**src/rtl/n_bit_adder_sync_if.sv**
```systemverilog
// rtl/n_bit_adder_sync_if.sv - operand/result bundle for n_bit_adder_sync
// master drives operands and consumes results; slave is the adder side.
interface n_bit_adder_sync_if #(
  parameter int N = 16
) ();
  logic         in_valid;
  logic [N-1:0] input1;
  logic [N-1:0] input2;
  logic         out_valid;
  logic [N-1:0] answer;
  logic         carry_out;
  logic         overflow;

  modport master (
    output in_valid, input1, input2,
    input  out_valid, answer, carry_out, overflow
  );

  modport slave (
    input  in_valid, input1, input2,
    output out_valid, answer, carry_out, overflow
  );
endinterface

```
**src/rtl/n_bit_adder_sync.sv**
```systemverilog
// rtl/n_bit_adder_sync.sv - registered ripple-carry N-bit adder with carry and signed overflow
// N_BIT_ADDER_PIPE_EN splits the carry chain into two registered stages (latency 2 instead of 1).
module n_bit_adder_sync_rca #(
  parameter int W = 8
) (
  input  logic [W-1:0] a,
  input  logic [W-1:0] b,
  input  logic         cin,
  output logic [W-1:0] sum,
  output logic         cout
);
  logic [W:0] c;

  assign c[0] = cin;

  for (genvar i = 0; i < W; i++) begin : g_fa
    assign sum[i]   = a[i] ^ b[i] ^ c[i];
    assign c[i+1]   = (a[i] & b[i]) | (a[i] & c[i]) | (b[i] & c[i]);
  end

  assign cout = c[W];
endmodule

module n_bit_adder_sync #(
  parameter int N = 16
) (
  input  logic              clk,
  input  logic              rst,
  n_bit_adder_sync_if.slave bus
);
  logic         out_valid_q, out_valid_d;
  logic [N-1:0] answer_q,    answer_d;
  logic         carry_out_q, carry_out_d;
  logic         overflow_q,  overflow_d;

`ifdef N_BIT_ADDER_PIPE_EN
  localparam int L = N / 2;
  localparam int H = N - L;

  logic         s1_valid_q,  s1_valid_d;
  logic [L-1:0] lo_sum_q,    lo_sum_d;
  logic         mid_carry_q, mid_carry_d;
  logic [H-1:0] a_hi_q,      a_hi_d;
  logic [H-1:0] b_hi_q,      b_hi_d;

  logic [L-1:0] lo_sum;
  logic         lo_cout;
  logic [H-1:0] hi_sum;
  logic         hi_cout;

  n_bit_adder_sync_rca #(.W(L)) u_lo (
    .a    (bus.input1[L-1:0]),
    .b    (bus.input2[L-1:0]),
    .cin  (1'b0),
    .sum  (lo_sum),
    .cout (lo_cout)
  );

  n_bit_adder_sync_rca #(.W(H)) u_hi (
    .a    (a_hi_q),
    .b    (b_hi_q),
    .cin  (mid_carry_q),
    .sum  (hi_sum),
    .cout (hi_cout)
  );

  always_comb begin
    s1_valid_d  = bus.in_valid;
    lo_sum_d    = lo_sum_q;
    mid_carry_d = mid_carry_q;
    a_hi_d      = a_hi_q;
    b_hi_d      = b_hi_q;
    if (bus.in_valid) begin
      lo_sum_d    = lo_sum;
      mid_carry_d = lo_cout;
      a_hi_d      = bus.input1[N-1:L];
      b_hi_d      = bus.input2[N-1:L];
    end
  end

  // Output stage only moves when stage 1 carries a live pair; otherwise it holds.
  always_comb begin
    out_valid_d = s1_valid_q;
    answer_d    = answer_q;
    carry_out_d = carry_out_q;
    overflow_d  = overflow_q;
    if (s1_valid_q) begin
      answer_d    = {hi_sum, lo_sum_q};
      carry_out_d = hi_cout;
      overflow_d  = (a_hi_q[H-1] == b_hi_q[H-1]) && (hi_sum[H-1] != a_hi_q[H-1]);
    end
  end

  always_ff @(posedge clk) begin
    if (rst) begin
      s1_valid_q  <= 1'b0;
      lo_sum_q    <= '0;
      mid_carry_q <= 1'b0;
      a_hi_q      <= '0;
      b_hi_q      <= '0;
    end else begin
      s1_valid_q  <= s1_valid_d;
      lo_sum_q    <= lo_sum_d;
      mid_carry_q <= mid_carry_d;
      a_hi_q      <= a_hi_d;
      b_hi_q      <= b_hi_d;
    end
  end
`else
  logic [N-1:0] sum;
  logic         cout;

  n_bit_adder_sync_rca #(.W(N)) u_add (
    .a    (bus.input1),
    .b    (bus.input2),
    .cin  (1'b0),
    .sum  (sum),
    .cout (cout)
  );

  always_comb begin
    out_valid_d = bus.in_valid;
    answer_d    = answer_q;
    carry_out_d = carry_out_q;
    overflow_d  = overflow_q;
    if (bus.in_valid) begin
      answer_d    = sum;
      carry_out_d = cout;
      overflow_d  = (bus.input1[N-1] == bus.input2[N-1]) && (sum[N-1] != bus.input1[N-1]);
    end
  end
`endif

  always_ff @(posedge clk) begin
    if (rst) begin
      out_valid_q <= 1'b0;
      answer_q    <= '0;
      carry_out_q <= 1'b0;
      overflow_q  <= 1'b0;
    end else begin
      out_valid_q <= out_valid_d;
      answer_q    <= answer_d;
      carry_out_q <= carry_out_d;
      overflow_q  <= overflow_d;
    end
  end

  assign bus.out_valid = out_valid_q;
  assign bus.answer    = answer_q;
  assign bus.carry_out = carry_out_q;
  assign bus.overflow  = overflow_q;
endmodule

```
**src/flat_wrapper.sv**
```systemverilog
// flat-port wrapper written by rule: the top's interface ports become plain ports
module n_bit_adder_sync_flat 
#(
  parameter int N = 16
)
  (clk, rst, bus_in_valid, bus_input1, bus_input2, bus_out_valid, bus_answer, bus_carry_out, bus_overflow);
  n_bit_adder_sync_if #(.N(N)) bus_i ();
  input  logic clk;
  input  logic rst;
  input wire logic [$bits(bus_i.in_valid)-1:0] bus_in_valid;
  input wire logic [$bits(bus_i.input1)-1:0] bus_input1;
  input wire logic [$bits(bus_i.input2)-1:0] bus_input2;
  output wire logic [$bits(bus_i.out_valid)-1:0] bus_out_valid;
  output wire logic [$bits(bus_i.answer)-1:0] bus_answer;
  output wire logic [$bits(bus_i.carry_out)-1:0] bus_carry_out;
  output wire logic [$bits(bus_i.overflow)-1:0] bus_overflow;
  assign bus_i.in_valid = bus_in_valid;
  assign bus_i.input1 = bus_input1;
  assign bus_i.input2 = bus_input2;
  assign bus_out_valid = bus_i.out_valid;
  assign bus_answer = bus_i.answer;
  assign bus_carry_out = bus_i.carry_out;
  assign bus_overflow = bus_i.overflow;
  n_bit_adder_sync #(.N(N)) u_core (.clk(clk), .rst(rst), .bus(bus_i));
endmodule
```
**config.mk**
```make
export PLATFORM = sky130hd
export DESIGN_NAME = n_bit_adder_sync_flat
export DESIGN_NICKNAME = d
export VERILOG_FILES = /design/src/rtl/n_bit_adder_sync_if.sv /design/src/rtl/n_bit_adder_sync.sv /design/src/flat_wrapper.sv
export SDC_FILE = /design/constraint.sdc
export NUM_CORES = 1
export LEC_CHECK = 0
export BUFFER_PORTS_ARGS = -buffer_cell sky130_fd_sc_hd__buf_4
export CAP_MARGIN = 20
export CORE_MARGIN = 2
export CORE_UTILIZATION = 44
export DETAILED_ROUTE_END_ITERATION = 10
export PLACE_DENSITY = 0.76
export SETUP_SLACK_MARGIN = 0.1
export SLEW_MARGIN = 20
export SYNTH_ARGS = -nofsm -noshare
export SYNTH_HDL_FRONTEND = slang
export SYNTH_SLANG_ARGS = --single-unit
```
**constraint.sdc**
```tcl
create_clock -name clk -period 8.9 [get_ports clk]
set_input_delay 0.445 -clock clk [delete_from_list [all_inputs] [get_ports clk]]
set_output_delay 0.445 -clock clk [all_outputs]
set_load 0.01 [all_outputs]
```
==> results of run 1 <==
[cells by family (layout without fill, tap and decap cells)]
family	count (synthesis)	in the layout	share of synthesized area
flops	19	19	0.3712
simple gates	19	19	0.07693
mux	15	15	0.1465
fa+ha+maj	17	17	0.3175
xor+xnor	1	1	0.008549
compound gates	3	3	0.03053
buf+inv	8	61	0.04883
[routing by layer]
layer  wire length, um  track usage  vias up
met5                 0            0        -
met4                16      0.06410        0
met3               181      0.05714        2
met2              1081       0.2827       27
met1               722       0.1716      361
li1                  -            -      371
[where the power goes]
group / total (mW) / leakage [nW] / switching (mW) / internal (mW)
logic: 0.0650 / 0.540 / 0.0287 / 0.0363
clock network: 0.0431 / 0.0177 / 0.0264 / 0.0167
registers: 0.0981 / 0.157 / 0.00429 / 0.0938
[flip-flops by register name, summed over array words and instances (netlist names)]
name and cells:
u_core.bus.answer 16, u_core.bus.out_valid 1, u_core.bus.carry_out 1, u_core.bus.overflow 1
[cell usage after synthesis]
library cell / instances
nor2b_1: 1
dfxtp_1: 19
buf_2: 1
fa_1: 15
xor2_1: 1
mux2i_1: 15
a211oi_1: 2
inv_1: 4
buf_6: 2
ha_1: 2
nor2_1: 17
or3b_1: 1
buf_4: 1
o32ai_2: 1
[area by class of cell]
cell class,count,area (um^2)
Clock buffer,3,22.52
Inverter,4,15.01
Multi-Input combinational cell,55,594.3
Clock inverter,1,5.005
Timing Repair Buffer,53,397.9
Sequential cell,19,380.4
Tap cell,28,35.03
Fill cell,186,762.0
[stage by stage]
| stage | power (mW) | setup WS, ps | instance area (um^2) | hold slack, ps | instances |
|---|---|---|---|---|---|
| finish | 0.2062 | 2011 | 1450 | 459.2 | 163 |
| global route | 0.2203 | 1778 | 1450 | 469.6 | 163 |
| CTS | 0.2100 | 1991 | 1450 | 458.2 | 163 |
| detailed placement | 0.1667 | 1675 | 1423 | 473.2 | 159 |
| global placement | 0.1636 | 1794 | 1423 | 469.4 | 159 |
| floorplan | 0.1328 | 2089 | 1025 | 497.8 | 82 |
[path summary, 6_finish.rpt]
check                                    start                           endpoint  slack, ps  depth (start not counted)
max reg2reg   u_core.bus.overflow$_SDFFE_PP0P_   u_core.bus.overflow$_SDFFE_PP0P_       8220                          2
min                             bus_input1[15]   u_core.bus.overflow$_SDFFE_PP0P_        460                          3
max                              bus_input2[0]   u_core.bus.overflow$_SDFFE_PP0P_       2010                         20
min reg2reg  u_core.bus.carry_out$_SDFFE_PP0P_  u_core.bus.carry_out$_SDFFE_PP0P_        490                          2
[worst max-delay path, cell delays in order]
cell and delay (ps):
buf_4 110, ha_1 200, fa_1 390, fa_1 400
fa_1 390, fa_1 380, fa_1 390, fa_1 380
fa_1 390, fa_1 400, fa_1 390, fa_1 390
fa_1 390, fa_1 390, fa_1 410, fa_1 370
inv_1 90, fa_1 440, xor2_1 190, o32ai_2 100
==> impl_metrics.tcl, run 1 <==
set metrics [dict create \
    status "finished, final reports clean" \
    layout_min_cycle_time_ps 6889 \
    die_x_um 52.26 \
    grt_max_degree 23 \
    final_common_cell "buf_4" \
    cts_setup_buffers 0 \
    post-route-period-util 0.7740 \
    timing_worst_setup_path_type "in -> reg" \
    synth_seq_area_share 0.3712 \
    first_pass_iters 3 \
    syn_inst 82 \
    ant_nets 0 \
    syn_area_per_cell_um2 12.50 \
    grt_pass1_wl_um 3118 \
    max-slew-margin-rel 0.7910 \
    max_cap_violations 0 \
    synth_fp_nets 134 \
    arrival_ps 7060 \
    hold_class "in -> reg" \
    p_leak_nw 0.7144 \
    fin_nets 188 \
    drc 0 \
    fp-row-count 17 \
    powerDensity_mw_per_mm2 142.2 \
    cts_tree "yes" \
    drt_wl_total_um 2001 \
    cts_max_level 1 \
    initial_core_util 0.4632 \
    tightest_slew_ps 313.5 \
    yosysTopAreaCell "dfxtp_1" \
    setup-tns-final_ps 0 \
    final_util 0.6555 \
    wl_per_cell_um 12.28 \
    clk_latency_ps 290 \
    clock_path_buffers 2 \
    cts_root_buffer "clkbuf_4" \
    core_region_area_mm2 0.002212 \
    final_cell_mix "buf_4 (53), dfxtp_1 (19), nor2_1 (17)" \
    ys_ff_latch 19 \
    clock_sinks 19 \
    via_per_inst 4.669 \
    num_vias 761 \
    clk_pin_slew_worst_paths_ps 110 \
    fin_worst_skew_ps 0 \
    critPathCaptureType "flop" \
    ir_worst_vdd_uv 92.20 \
    antenna_cells 0 \
    finalHoldViolCount 0 \
    yosysWarnings 0 \
    critPathRequiredTime_ps 9080 \
    synth_area_leaders "dfxtp_1 (37%), fa_1 (29%), mux2i_1 (15%)" \
    drive_above_1_share 0.4296 \
    cts.hold.buffers_added 0 \
    cts_buffers 3 \
    synthDistinctLibCells 14 \
    drt-initial-drc-count 4 \
    crit_fanout 2 \
    dp_hpwl_um 1672 \
    io_buffer_count 53 \
    rsz0062_at_grt "no" \
    synth_area_mm2 0.001025 \
    max_freq_ghz 0.1452 \
    cts_resized 0 \
    routabilityCongestion 0.6609 \
    overflow 0 \
    track_usage 0.1596 \
    setup_viol 0 \
    slew_violations 0 \
    antenna_found_initial 0 \
    area_delta_synth_final_pct 41.51 \
    start_kind "input port" \
    first_global_vias 801 \
    synth_top_area_share 0.3712 \
    top_level_ports 54 \
    dieArea_mm2 0.002731 \
    die_h_um 52.26 \
]
Note: power is estimated with default switching activity, not from simulation.
==> inputs of run 2 (changes only) <==
CORE_UTILIZATION = 40   (was 44)
PLACE_DENSITY = 0.73   (was 0.76)
clock period = 5.9 ns   (was 8.9 ns; I/O delays follow)
==> impl_metrics.tcl, run 2 (synthesized netlist as in run 1, its figures left out) <==
set metrics [dict create \
    status "finished with violations" \
    violations "setup timing" \
    cp_common_cell "fa_2" \
    powerDensity_mw_per_mm2 209.9 \
    ff_latch_area_um2 380.4 \
    max-slew-margin-rel 0.7939 \
    cts.hold.buffers_added 0 \
    num_vias 769 \
    cp_slowest_cell "fa_1" \
    setup_ws_ps -99.32 \
    critPathMaxStageDelay_ps 440 \
    cts_root_buffer "clkbuf_4" \
    arrival_ps 6180 \
    clock_sinks 19 \
    wl_per_cell_um 11.87 \
    place_ws_ps -457.2 \
    first_global_vias 735 \
    grt_max_degree 23 \
    clk_pin_slew_worst_paths_ps 110 \
    critPathTopFamily "adder cells" \
    rrSetupSlack_ps 5220 \
    drt-initial-drc-count 0 \
    hold_class "in -> reg" \
    top_level_ports 54 \
    routabilityCongestion 0.6640 \
    final_common_cell "buf_4" \
    critPathRequiredTime_ps 6080 \
    fp-row-count 18 \
    core_region_area_mm2 0.002455 \
    max_cap_violations 0 \
    max_freq_ghz 0.1667 \
    crit_fanout 2 \
    final_cell_mix "buf_4 (51), dfxtp_1 (19), nor2_1 (17)" \
    tightest_slew_ps 309.1 \
    p_leak_nw 0.7010 \
    worst-path-buf-inv 2 \
    antenna_cells 0 \
    dieArea_mm2 0.002983 \
    post-route-period-util 1.017 \
    netSwitchingPower_uw 90.55 \
    track_usage 0.1426 \
    cts_setup_buffers 0 \
    n_fill_cell 207 \
    power_frac_seq 0.468 \
    fin_worst_skew_ps 0 \
    io_buffer_count 53 \
    ir_worst_vdd_uv 121.7 \
    p_sw_frac 0.2864 \
    largest_reg_flops 16 \
    critPathCaptureType "flop" \
    p_int_uw 225.6 \
    grt_pass1_wl_um 2967 \
    drt_wl_total_um 1959 \
    cts_max_level 1 \
    slew_violations 0 \
    overflow 0 \
    layout_min_cycle_time_ps 5999 \
    dp_hpwl_um 1632 \
    cts_tree "yes" \
    multi_input_comb_area_um2 641.9 \
    initial_core_util 0.4174 \
    first_pass_iters 1 \
    rsz0062_at_grt "yes" \
    start_kind "input port" \
    die_x_um 54.62 \
    timing_worst_setup_path_type "in -> reg" \
    comb_power_share 0.324 \
    finalHoldViolCount 0 \
    drive_above_1_share 0.5407 \
    pwr-share-clk 0.208 \
    antenna_found_initial 0 \
    ant_nets 0 \
    area_delta_synth_final_pct 47.01 \
    die_h_um 54.62 \
    path_cells "buf_6 > ha_4 > fa_2 > fa_2 > fa_2 > fa_2 > fa_2 > fa_2 > fa_2 > fa_2 > fa_2 > fa_2 > fa_2 > fa_2 > fa_2 > fa_2 > inv_2 > fa_1 > xor2_1 > o32ai_2" \
    clk_latency_ps 290 \
    clock_path_buffers 2 \
    final_util 0.6137 \
    cts_buffers 3 \
    via_per_inst 4.661 \
    fin_nets 188 \
    drc 0 \
    setup_viol 2 \
]
==> run 2: cell count changes in the layout (fill, tap and decap cells not counted), sizes merged <==
cell	delta
clkinv	-1
clkbuf	+1
==> run 2: layout make-up <==
type	count	area share
clock buffers	4	0.01744
inverters	4	0.009967
multi-input cells	55	0.4261
flip-flops and latches	19	0.2525
well taps	30	0.02492
repair buffers	53	0.2691
==> run 2: path summary, 6_finish.rpt <==
kind                                                          from                            endpoint  cells after the start
worst max-delay path                                 bus_input2[0]    u_core.bus.overflow$_SDFFE_PP0P_                     20
worst min-delay path                                bus_input1[15]    u_core.bus.overflow$_SDFFE_PP0P_                      3
worst max register to register    u_core.bus.overflow$_SDFFE_PP0P_    u_core.bus.overflow$_SDFFE_PP0P_                      2
worst min register to register  u_core.bus.answer[15]$_SDFFE_PP0P_  u_core.bus.answer[15]$_SDFFE_PP0P_                      2
==> run 2: metal layers <==
metal / routed length [um] / GRT usage / up-vias
met4: 0 / 0.06250 / 0
met3: 161 / 0.04645 / 0
met5: 0 / 0 / -
li1: - / - / 372
met1: 729 / 0.1623 / 370
met2: 1067 / 0.2421 / 27
==> run 2: per-stage QoR <==
step	instances	setup TNS, ps	cell area [um^2]	hold WS (ps)	power (mW)
after floorplan	82	-172.2	1072	446.5	0.2031
after global placement	161	-653.0	1473	469.1	0.2520
after detailed placement	161	-797.4	1473	473.9	0.2552
after CTS	165	-148.6	1506	301.1	0.3227
after global routing	165	-388.8	1506	308.4	0.3370
final	165	-117.6	1506	310.4	0.3162
==> run 2: tightest hold or removal path: cells and delay by family <==
| family | cells | cell delay, ps |
|---|---|---|
| compound gates | 1 | 100 |
| buf+inv | 1 | 100 |
| xor+xnor | 1 | 70 |
==> run 2: repair_timing <==
item | CTS | global route
pin swaps | 1 | 0
setup endpoints to repair | 2 | 2
resized for setup | 2 | 0
==> run 2: power groups by stage <==
stage	combinational [mW]	clock (mW)	sequential [mW]
final	0.102	0.0656	0.148
after floorplan	0.0462	0	0.157
after detailed placement	0.104	0	0.151
after CTS	0.105	0.0695	0.148
after global routing	0.115	0.0722	0.150
after global placement	0.102	0	0.150
==> inputs of run 3 (changes only) <==
GPL_TIMING_DRIVEN = 0   (was not set)
==> impl_metrics.tcl, run 3 (synthesized netlist as in run 1, its figures left out) <==
set metrics [dict create \
    status "finished with violations" \
    violations "setup timing" \
    rsz0062_at_grt "yes" \
    final_util 0.6279 \
    via_per_inst 4.521 \
    r2r_start "u_core.bus.overflow$_SDFFE_PP0P_" \
    cts_max_level 1 \
    die_x_um 54.62 \
    fin_worst_skew_ps 0 \
    clk_pin_slew_worst_paths_ps 100 \
    largest_reg_flops 16 \
    hold_path_end "u_core.bus.overflow$_SDFFE_PP0P_" \
    total_power_uw 316.4 \
    finalHoldViolCount 0 \
    p_leak_nw 0.7219 \
    area_delta_synth_final_pct 50.43 \
    cts_buffers 3 \
    clk_latency_ps 280 \
    first_global_vias 739 \
    hold_path_startpoint "rst" \
    tightest_slew_ps 184.2 \
    final_common_cell "buf_4" \
    clock_sinks 19 \
    n_fill_cell 190 \
    start_kind "input port" \
    post-route-period-util 1.017 \
    fin_hold_ws_ps 286.7 \
    antenna_cells 0 \
    initial_core_util 0.4174 \
    final_area_mm2 0.001541 \
    dieArea_mm2 0.002983 \
    die_h_um 54.62 \
    ant_nets 0 \
    dp_hpwl_um 1706 \
    startpoint "bus_input2[0]" \
    max-slew-margin-rel 0.8772 \
    drive_above_1_share 0.5540 \
    rrSetupSlack_ps 5220 \
    grt_max_degree 11 \
    reg2reg_to "u_core.bus.overflow$_SDFFE_PP0P_" \
    layout_min_cycle_time_ps 6003 \
    wl_per_cell_um 11.96 \
    place_ws_ps -462.0 \
    pwr-share-clk 0.201 \
    max_freq_ghz 0.1666 \
    overflow 0 \
    whs_path_depth 3 \
    drt_wl_total_um 2022 \
    drt-initial-drc-count 7 \
    multi_input_comb_area_um2 641.9 \
    final_cell_mix "buf_4 (52), dfxtp_1 (19), nor2_1 (17)" \
    comb_power_share 0.330 \
    powerDensity_mw_per_mm2 205.3 \
    fp-row-count 18 \
    max_cap_violations 0 \
    antenna_found_initial 0 \
    first_pass_iters 4 \
    cts_root_buffer "clkbuf_4" \
    ff_latch_area_um2 380.4 \
    crit_fanout 2 \
    power_frac_seq 0.469 \
    critPathCaptureType "flop" \
    setup_ws_ps -102.8 \
    placed_cell_area_mm2 0.001508 \
    p_sw_frac 0.2811 \
    clock_path_buffers 2 \
    critPathRequiredTime_ps 6080 \
    netSwitchingPower_uw 88.95 \
    routabilityCongestion 0.6415 \
    drc 0 \
    io_buffer_count 53 \
    core_region_area_mm2 0.002455 \
    fin_nets 192 \
    top_level_ports 54 \
    arrival_ps 6180 \
    cts_tree "yes" \
    timing_worst_setup_path_type "in -> reg" \
    track_usage 0.1497 \
    hold_class "in -> reg" \
    p_int_uw 227.5 \
    cts.hold.buffers_added 0 \
    setup_viol 2 \
    ir_worst_vdd_uv 132.9 \
    grt_pass1_wl_um 3125 \
    reg2reg_depth 2 \
    slew_violations 0 \
    num_vias 764 \
]
[run 3: cell types whose count changed in the layout (fill, tap and decap cells not counted)]
cell	before	now
buf_2	0	1
buf_6	2	4
buf_4	51	52
[run 3: worst max-delay path: stages]
cell	delay (ps)
buf_6	100
ha_4	150
fa_2	340
fa_2	340
fa_2	350
fa_2	350
fa_2	340
fa_2	340
fa_2	350
fa_2	350
fa_2	350
fa_2	350
fa_2	340
fa_2	360
fa_2	360
fa_2	350
inv_2	70
fa_1	450
xor2_1	180
o32ai_2	100
[run 3: metal layers]
metal,vias to the layer above,track usage,part of all wire
met5,-,0,0
met4,0,0.05000,0
met3,0,0.05191,0.082
met2,27,0.2421,0.52
met1,362,0.1853,0.40
li1,375,-,-
[run 3: power by group through the flow]
stage / Sequential [mW] / Clock, mW / Combinational, mW
after global placement: 0.150 / 0 / 0.102
final: 0.149 / 0.0636 / 0.104
after detailed placement: 0.151 / 0 / 0.106
after global routing: 0.150 / 0.0710 / 0.117
after floorplan: 0.157 / 0 / 0.0462
after CTS: 0.149 / 0.0668 / 0.107
[run 3: area by class of cell]
| type | instances | area share |
|---|---|---|
| Inverter | 4 | 0.009740 |
| Tap cell | 30 | 0.02435 |
| Sequential cell | 19 | 0.2468 |
| Clock buffer | 4 | 0.01705 |
| Buffer | 4 | 0.02273 |
| Timing Repair Buffer | 53 | 0.2630 |
| Multi-Input combinational cell | 55 | 0.4164 |
[run 3: through the flow]
step / setup TNS [ps] / std cells
final: -104.0 / 169
after global routing: -332.7 / 169
after CTS: -185.6 / 169
after detailed placement: -815.4 / 165
after global placement: -701.3 / 165
after floorplan: -172.2 / 82
[run 3: how the worst max path moves through the flow]
| stage | depth (start not counted) | end |
|---|---|---|
| after floorplan | 19 | u_core.bus.overflow$_SDFFE_PP0P_ |
| after global placement | 20 | u_core.bus.overflow$_SDFFE_PP0P_ |
| after detailed placement | 20 | u_core.bus.overflow$_SDFFE_PP0P_ |
| after CTS | 20 | u_core.bus.overflow$_SDFFE_PP0P_ |
| after global routing | 20 | u_core.bus.overflow$_SDFFE_PP0P_ |
| final | 20 | u_core.bus.overflow$_SDFFE_PP0P_ |
[run 3: timing repair]
action | CTS | global route
endpoints found under the hold margin | 0 | 0
setup buffers | 0 | 0
gates resized for setup | 2 | 0
pin swaps | 1 | 1
setup endpoints to repair | 2 | 2
